`src/rtl/bin2bcd_seq.sv`:
```
// bin2bcd_seq: sequential binary-to-BCD converter (shift-add-3, one bit per clock).
// Converts an unsigned BIN_W-bit value into eight BCD digits for an 8-digit
// multiplexed 7-segment driver. Digit outputs only change in the single done
// cycle, so the display stays stable while a conversion runs. Values above
// 99,999,999 are shown as "FFFFFFFF" with overflow raised.
module bin2bcd_seq #(
    parameter int BIN_W = 27
) (
    input  logic             clk,
    input  logic             rst,
    input  logic             start,
    input  logic [BIN_W-1:0] bin_in,
    output logic             busy,
    output logic             done,
    output logic             overflow,
    output logic [3:0]       digit0,
    output logic [3:0]       digit1,
    output logic [3:0]       digit2,
    output logic [3:0]       digit3,
    output logic [3:0]       digit4,
    output logic [3:0]       digit5,
    output logic [3:0]       digit6,
    output logic [3:0]       digit7
);

    localparam int          CNT_W   = $clog2(BIN_W + 1);
    localparam logic [26:0] BCD_MAX = 27'd99_999_999;

    typedef enum logic [1:0] {
        IDLE,
        SHIFT,
        DONE
    } state_t;

    state_t           state;
    state_t           state_nxt;
    logic             accept;     // start taken this cycle (IDLE or DONE)
    logic             finish;     // last shift done, publish result
    logic [BIN_W-1:0] sr;         // binary bits still to be shifted in
    logic [31:0]      acc;        // eight BCD nibbles being built
    logic [31:0]      acc_adj;    // acc after the add-3 correction
    logic [CNT_W-1:0] count;      // shifts remaining
    logic             ovf_q;      // captured value exceeds 8 digits
    logic [31:0]      dig_q;      // displayed digits, held between conversions
    logic [26:0]      bin_ext;    // bin_in zero-extended to the 27-bit compare width

    assign bin_ext = 27'(bin_in);

    // State register.
    always_ff @(posedge clk) begin
        // NOTE: sequential state is assigned with <= so every register samples pre-edge values.
        if (rst) begin
            state <= IDLE;
        end else begin
            state <= state_nxt;
        end
    end

    // Next-state and handshake decode.
    always_comb begin
        // NOTE: every output of this block gets a default first, so no path can infer a latch.
        state_nxt = state;
        busy      = 1'b0;
        done      = 1'b0;
        accept    = 1'b0;
        finish    = 1'b0;
        case (state)
            IDLE: begin
                if (start) begin
                    accept    = 1'b1;
                    state_nxt = SHIFT;
                end
            end
            SHIFT: begin
                busy = 1'b1;
                // One extra SHIFT cycle with count==0 publishes the result,
                // placing done at accept edge + BIN_W + 1.
                if (count == '0) begin
                    finish    = 1'b1;
                    state_nxt = DONE;
                end
            end
            DONE: begin
                done = 1'b1;
                if (start) begin
                    accept    = 1'b1;
                    state_nxt = SHIFT;
                end else begin
                    state_nxt = IDLE;
                end
            end
            default: state_nxt = IDLE;
        endcase
    end

    // Add-3 correction on every nibble in parallel before the shift.
    always_comb begin
        acc_adj = acc;
        for (int i = 0; i < 8; i++) begin
            if (acc[4*i +: 4] >= 4'd5) begin
                acc_adj[4*i +: 4] = acc[4*i +: 4] + 4'd3;
            end
        end
    end

    // Conversion datapath: shift register and BCD accumulator.
    always_ff @(posedge clk) begin
        // NOTE: sr/acc carry no reset; they are always reloaded on accept before being used.
        if (accept) begin
            sr  <= bin_in;
            acc <= '0;
        end else if (state == SHIFT && count != '0) begin
            acc <= (acc_adj << 1) | 32'(sr[BIN_W-1]);
            sr  <= sr << 1;
        end
    end

    // Control counters and the held display registers.
    always_ff @(posedge clk) begin
        if (rst) begin
            count    <= '0;
            ovf_q    <= 1'b0;
            dig_q    <= '0;
            overflow <= 1'b0;
        end else begin
            if (accept) begin
                count <= CNT_W'(BIN_W);
                ovf_q <= (bin_ext > BCD_MAX);
            end else if (state == SHIFT && count != '0) begin
                count <= count - CNT_W'(1);
            end
            if (finish) begin
                dig_q    <= ovf_q ? 32'hFFFF_FFFF : acc;
                overflow <= ovf_q;
            end
        end
    end

    assign digit0 = dig_q[3:0];
    assign digit1 = dig_q[7:4];
    assign digit2 = dig_q[11:8];
    assign digit3 = dig_q[15:12];
    assign digit4 = dig_q[19:16];
    assign digit5 = dig_q[23:20];
    assign digit6 = dig_q[27:24];
    assign digit7 = dig_q[31:28];

endmodule

```
`config.mk`:
```
export PLATFORM = sky130hd
export DESIGN_NAME = bin2bcd_seq
export DESIGN_NICKNAME = d
export VERILOG_FILES = /design/src/rtl/bin2bcd_seq.sv
export SDC_FILE = /design/constraint.sdc
export NUM_CORES = 1
export LEC_CHECK = 0
export BUFFER_PORTS_ARGS = -buffer_cell sky130_fd_sc_hd__buf_2
export CAP_MARGIN = 20
export CORE_MARGIN = 10
export CORE_UTILIZATION = 35
export CTS_CLUSTER_SIZE = 8
export DETAILED_ROUTE_END_ITERATION = 8
export SETUP_SLACK_MARGIN = 0.5
export SLEW_MARGIN = 0
export SYNTH_ARGS = -nofsm -noshare
export SYNTH_HDL_FRONTEND = slang
export SYNTH_SLANG_ARGS = --single-unit
```
`constraint.sdc`:
```
create_clock -name clk -period 5.25 [get_ports clk]
set_input_delay 0.525 -clock clk [delete_from_list [all_inputs] [get_ports clk]]
set_output_delay 0.525 -clock clk [all_outputs]
set_load 0.01 [all_outputs]
```
# == Word-level counts from Yosys, hierarchy flattened ==
# Index checks and enable logic that the tools add are counted.
# totals
elab_cells,62
input_bits,30
regBits,100
out_inout_bits,35
# classes
magnitude_cmp,9
n_eq_ne,4
add_sub_neg,9
n_reduce_logical,8
muxes,23
bitwise,1
# op_table
operator,count
$mux W27,2
$ge A4 B3 Y1 const B,8
$mux W32,1
$or A32 B1 Y32,1
$add A4 B2 Y4 const B,7
$mux W4,7
$gt A27 B27 Y1 const B,1
$mux W5,2
$mux W1,7
$pmux W2 S3,1
$logic_not A5 Y1,1
$reduce_bool A5 Y1,1
$sub A5 B1 Y5 const B,1
$mux W2,2
$ne A2 B2 Y1 const B,2
$reduce_or A2 Y1,2
$add A3 B2 Y3 const B,1
$mux W3,1
$eq A2 B1 Y1 const B,1
$eq A2 B2 Y1 const B,1
$logic_not A2 Y1,1
$reduce_and A2 Y1,1
$reduce_bool A2 Y1,1
$logic_and A1 B1 Y1,1

# == Longest topological paths before layout ==
# logic_depth
word_depth,4
depth_mapped,8
mapped_depth_nobuf,7

# == Worst setup path before layout ==
# No wires, ideal clock.
# synth_path
path_type,reg-to-reg
startpoint,register count[0]
endpoint,"register sr[0], enable pin"
t_arrival_ns,1.835
setup_time_ns,0.445
synth_period_minus_slack_ns,2.281
path_stages_with_launch,8
path_buffers,2
t_required_ns,4.805
slack_ns,2.969
path_cell_list,dfxtp_1 > inv_1 > ha_1 > or3b_4 > o21ai_2 > buf_6 > buf_4 > nand2_1
# synth_via
elab_chain_cells,3
# synth_lines
item,line_no,source
start: declaration,42,logic [CNT_W-1:0] count;
start signal: assignment,127,count <= CNT_W'(BIN_W);
start signal: assignment,130,count <= count - CNT_W'(1);
$reduce_bool A5 Y1,112,end else if (state == SHIFT && count != '0) begin
$logic_and A1 B1 Y1,112,
$reduce_bool A2 Y1 (no line),--,
end signal: assignment,110,sr <= bin_in;
end signal: assignment,114,sr <= sr << 1;
end: declaration,39,logic [BIN_W-1:0] sr;
# Every way passes these cells.
# A chain may end at the register's enable or synchronous reset.

# == Final worst setup path ==
# layout_path
startpoint,register state[0]
endpoint,register ovf_q
# layout_via
elab_chain_cells,3
elab_cells_between_ends,4
cone_classes,1 x eq/ne; 1 x mux; 2 x reduce/logical
# layout_lines
item,line_no,source
start: declaration,35,state_t state;
start signal: assignment,55,state <= state_nxt;
$eq A2 B2 Y1 / $logic_not A2 Y1 (equally long branches),67,case (state)
$reduce_or A2 Y1 (no line) (*),--,
$mux W1 (*),--,
end signal: assignment,128,ovf_q <= (bin_ext > BCD_MAX);
end: declaration,43,logic ovf_q;
# Every way passes the cells marked *; elsewhere a longest branch is shown, timed or not.

==> flow_metrics.env <==
export IMPL_regArea_sq_um=2272
export IMPL_worstSetupStartpoint="state[0]"
export IMPL_drv_cap=0
export IMPL_powerDensity_nw_per_um2=332.2
export IMPL_cts_setup_buffers=0
export IMPL_ctsRootBufferMaster="clkbuf_16"
export IMPL_drt_pass1_iter_count=6
export IMPL_htreeDepth=3
export IMPL_clk_latency_ps=340
export IMPL_yosys_warnings=0
export IMPL_dp_hpwl_mm=6.910
export IMPL_required_ps=5440
export IMPL_wl_per_cell_microns=13.22
export IMPL_final_max_slew_viol_count=0
export IMPL_fillers=1311
export IMPL_critPathCapture="ovf_q"
export IMPL_final_cells=754
export IMPL_cts_resized_gates=0
export IMPL_finalPower_mw=1.761
export IMPL_fin_nets=626
export IMPL_routed_wirelength_mm=9.966
export IMPL_final_cell_area_sq_um=5300
export IMPL_viasPerCell=4.838
export IMPL_setup_viol=0
export IMPL_cp_start_kind="register"
export IMPL_hold_viol_final=0
export IMPL_start_util_pct=36.26
export IMPL_antenna_found_initial=0
export IMPL_syn2layout_area_growth_pct=14.42
export IMPL_post_dp_cell_area_sq_um=5022
export IMPL_grt_overflow=0
export IMPL_layout_setup_ws_ps=3202
export IMPL_arrival_ps=2230
export IMPL_worstHoldPathType="in2reg"
export IMPL_globalplace_congestion=0.8204
export IMPL_rsz0062_at_grt="false"
export IMPL_multi_input_area_sq_um=2110
export IMPL_grt_pass1_vias=3633
export IMPL_ant_nets=0
export IMPL_tns_ps=0
export IMPL_leakagePower_nw=2.067
export IMPL_ys_ff_latch=100
export IMPL_drcViolationCount=0
export IMPL_r2r_start="state[0]"
export IMPL_io_pins=65
export IMPL_synth_nets=580
export IMPL_synth_area_sq_um=4632
export IMPL_dp_worst_setup_slack_ps=2917
export IMPL_critical_path_class="reg2reg"
export IMPL_clkSinkCount=100
export IMPL_vdd_ir_drop_max_v=0.0001741
export IMPL_slew_limit_headroom_pct=31.47
export IMPL_grt_pass1_wl_mm=17.12
export IMPL_ys_seq_area_share_pct=49.05
export IMPL_die_h_microns=135.0
export IMPL_ff2ff_setup_slack_ps=3200
export IMPL_placed_cells=740
export IMPL_endpoint_kind="register"
export IMPL_num_vias=3648
export IMPL_dr_first_iter_drc_count=229
export IMPL_cts_inserted_buffers=9
export IMPL_fmax_mhz=488.3
export IMPL_port_buffers=64
export IMPL_hold_ws_ps=457.0
export IMPL_cts_path_max_buffers=2
export IMPL_postCtsHoldBufs=0
export IMPL_status="finished, final reports clean"
export IMPL_fin_crit_ps=2048
export IMPL_num_rows=41
export IMPL_yosysUniqueCellTypes=40
export IMPL_fin_crit_sh_pct=39.01
export IMPL_grt_max_degree=66
export IMPL_final_util_pct=41.49
export IMPL_grt_use_total_pct=11.19
export IMPL_syn_inst=533
export IMPL_crit_fanout=29
export IMPL_drive_gt1_share_pct=17.18
export IMPL_core_area_sq_um=12770
export IMPL_finalClockSkew_ps=5.386
export IMPL_worst_pin_slew_ps=1028
export IMPL_antenna_cells=0
export IMPL_fp_dieArea_sq_um=18240
export IMPL_r2r_end="ovf_q"
export IMPL_cts_tree="done"
export IMPL_synth_avg_cell_area_sq_um=8.690
export IMPL_fp_dieW_microns=135.0
export IMPL_reg2reg_depth=6
export IMPL_clkTransAtPathRegs_ps=70
==> synth_stat cells <==
cell	instances	area (sq um)
o21a_4	1	15.01
nor3b_1	6	45.04
a211oi_2	6	75.07
a211o_1	1	8.760
or3b_4	1	11.26
and4b_1	1	10.01
a21oi_1	37	185.2
a211oi_1	27	202.7
buf_2	6	30.03
or2_2	1	6.260
xnor2_1	10	87.58
edfxtp_1	27	810.8
nor2_2	1	6.260
o21ai_0	33	165.2
nand3_1	31	155.2
dfxtp_1	73	1461
nor2_1	86	322.8
nor4_1	2	12.51
ha_1	17	212.7
xor2_1	2	17.52
buf_6	5	56.30
and2b_2	1	8.760
nand4_1	3	18.77
nor3_1	4	20.02
a222oi_1	1	10.01
o31ai_1	2	15.01
nor2b_1	2	12.51
nand3_2	1	10.01
clkbuf_1	19	71.32
nand2b_1	9	56.30
o2111ai_1	1	8.760
nor4_2	1	12.51
or3_1	1	6.260
inv_1	18	67.56
nand2_1	86	322.8
mux2i_1	1	10.01
and2_1	1	6.260
o21ai_2	4	35.03
buf_12	1	20.02
buf_4	3	22.52
==> cell families after synthesis <==
family          count (synthesis)  share of synthesized area (%)
flops                         100                          49.05
mux                             1                         0.2161
buf+inv                        52                          5.781
fa+ha+maj                      17                          4.592
compound gates                113                          15.56
simple gates                  238                          22.53
xor+xnor                       12                          2.269
==> registers in the layout, summed over array words and instances, names as in the netlist <==
signal and count:
dig_q 32, ovf_q 1, count 5, acc 32
sr 27, overflow 1, state 2
==> report_power, final <==
part / total [mW] / switching (mW) / internal (mW)
clock network: 0.627 / 0.269 / 0.359
logic: 0.237 / 0.152 / 0.0844
registers: 0.897 / 0.0295 / 0.867
==> critical path, stage by stage (launching register included) <==
cell and delay (ps):
dfxtp_1 340, nor2b_2 490, buf_4 410, nor2_1 90
a211o_1 330, nor3_1 150, nor4_1 70
==> worst min path at each step <==
| stage | slack [ps] | cells past startpoint | start | end |
|---|---|---|---|---|
| 2_1_floorplan | 420 | 2 | sr[26] | acc[0] |
| 3_3_place_gp | 430 | 2 | sr[26] | acc[0] |
| 3_5_place_dp | 450 | 2 | sr[26] | acc[0] |
| 4_1_cts | 450 | 3 | bin_in[5] | sr[5] |
| 5_1_grt | 470 | 3 | bin_in[4] | sr[4] |
| 6_report | 460 | 3 | bin_in[4] | sr[4] |
==> layer usage <==
layer	up-vias	GRT usage (%)	share of wire, %
met5	-	0	0
met4	0	3.828	1.6
met3	11	3.783	6.2
met2	88	16.41	41
met1	1639	14.97	51
li1	1910	-	-
==> layout make-up <==
type	count	share of cell area (%)
clock inverters	1	0.1180
well taps	172	4.060
multi-input cells	381	39.80
inverters	18	1.275
flip-flops and latches	100	42.87
clock buffers	13	5.123
repair buffers	69	6.752
==> cells in the final DEF, fill, tap and decap left out, types with 2 or more instances in the layout <==
cell type	n
nand2_1	86
nor2_1	86
dfxtp_1	73
buf_2	64
a21oi_1	37
o21ai_0	33
nand3_1	31
a211oi_1	27
edfxtp_1	27
inv_1	18
ha_1	17
xnor2_1	10
clkbuf_16	10
nand2b_1	8
nor3b_1	6
a211oi_2	6
buf_4	5
nor3_1	4
o21ai_2	3
nand4_1	3
o31ai_1	2
xor2_1	2
nor4_1	2
clkbuf_1	2
Note: power is estimated with default switching activity, not from simulation.
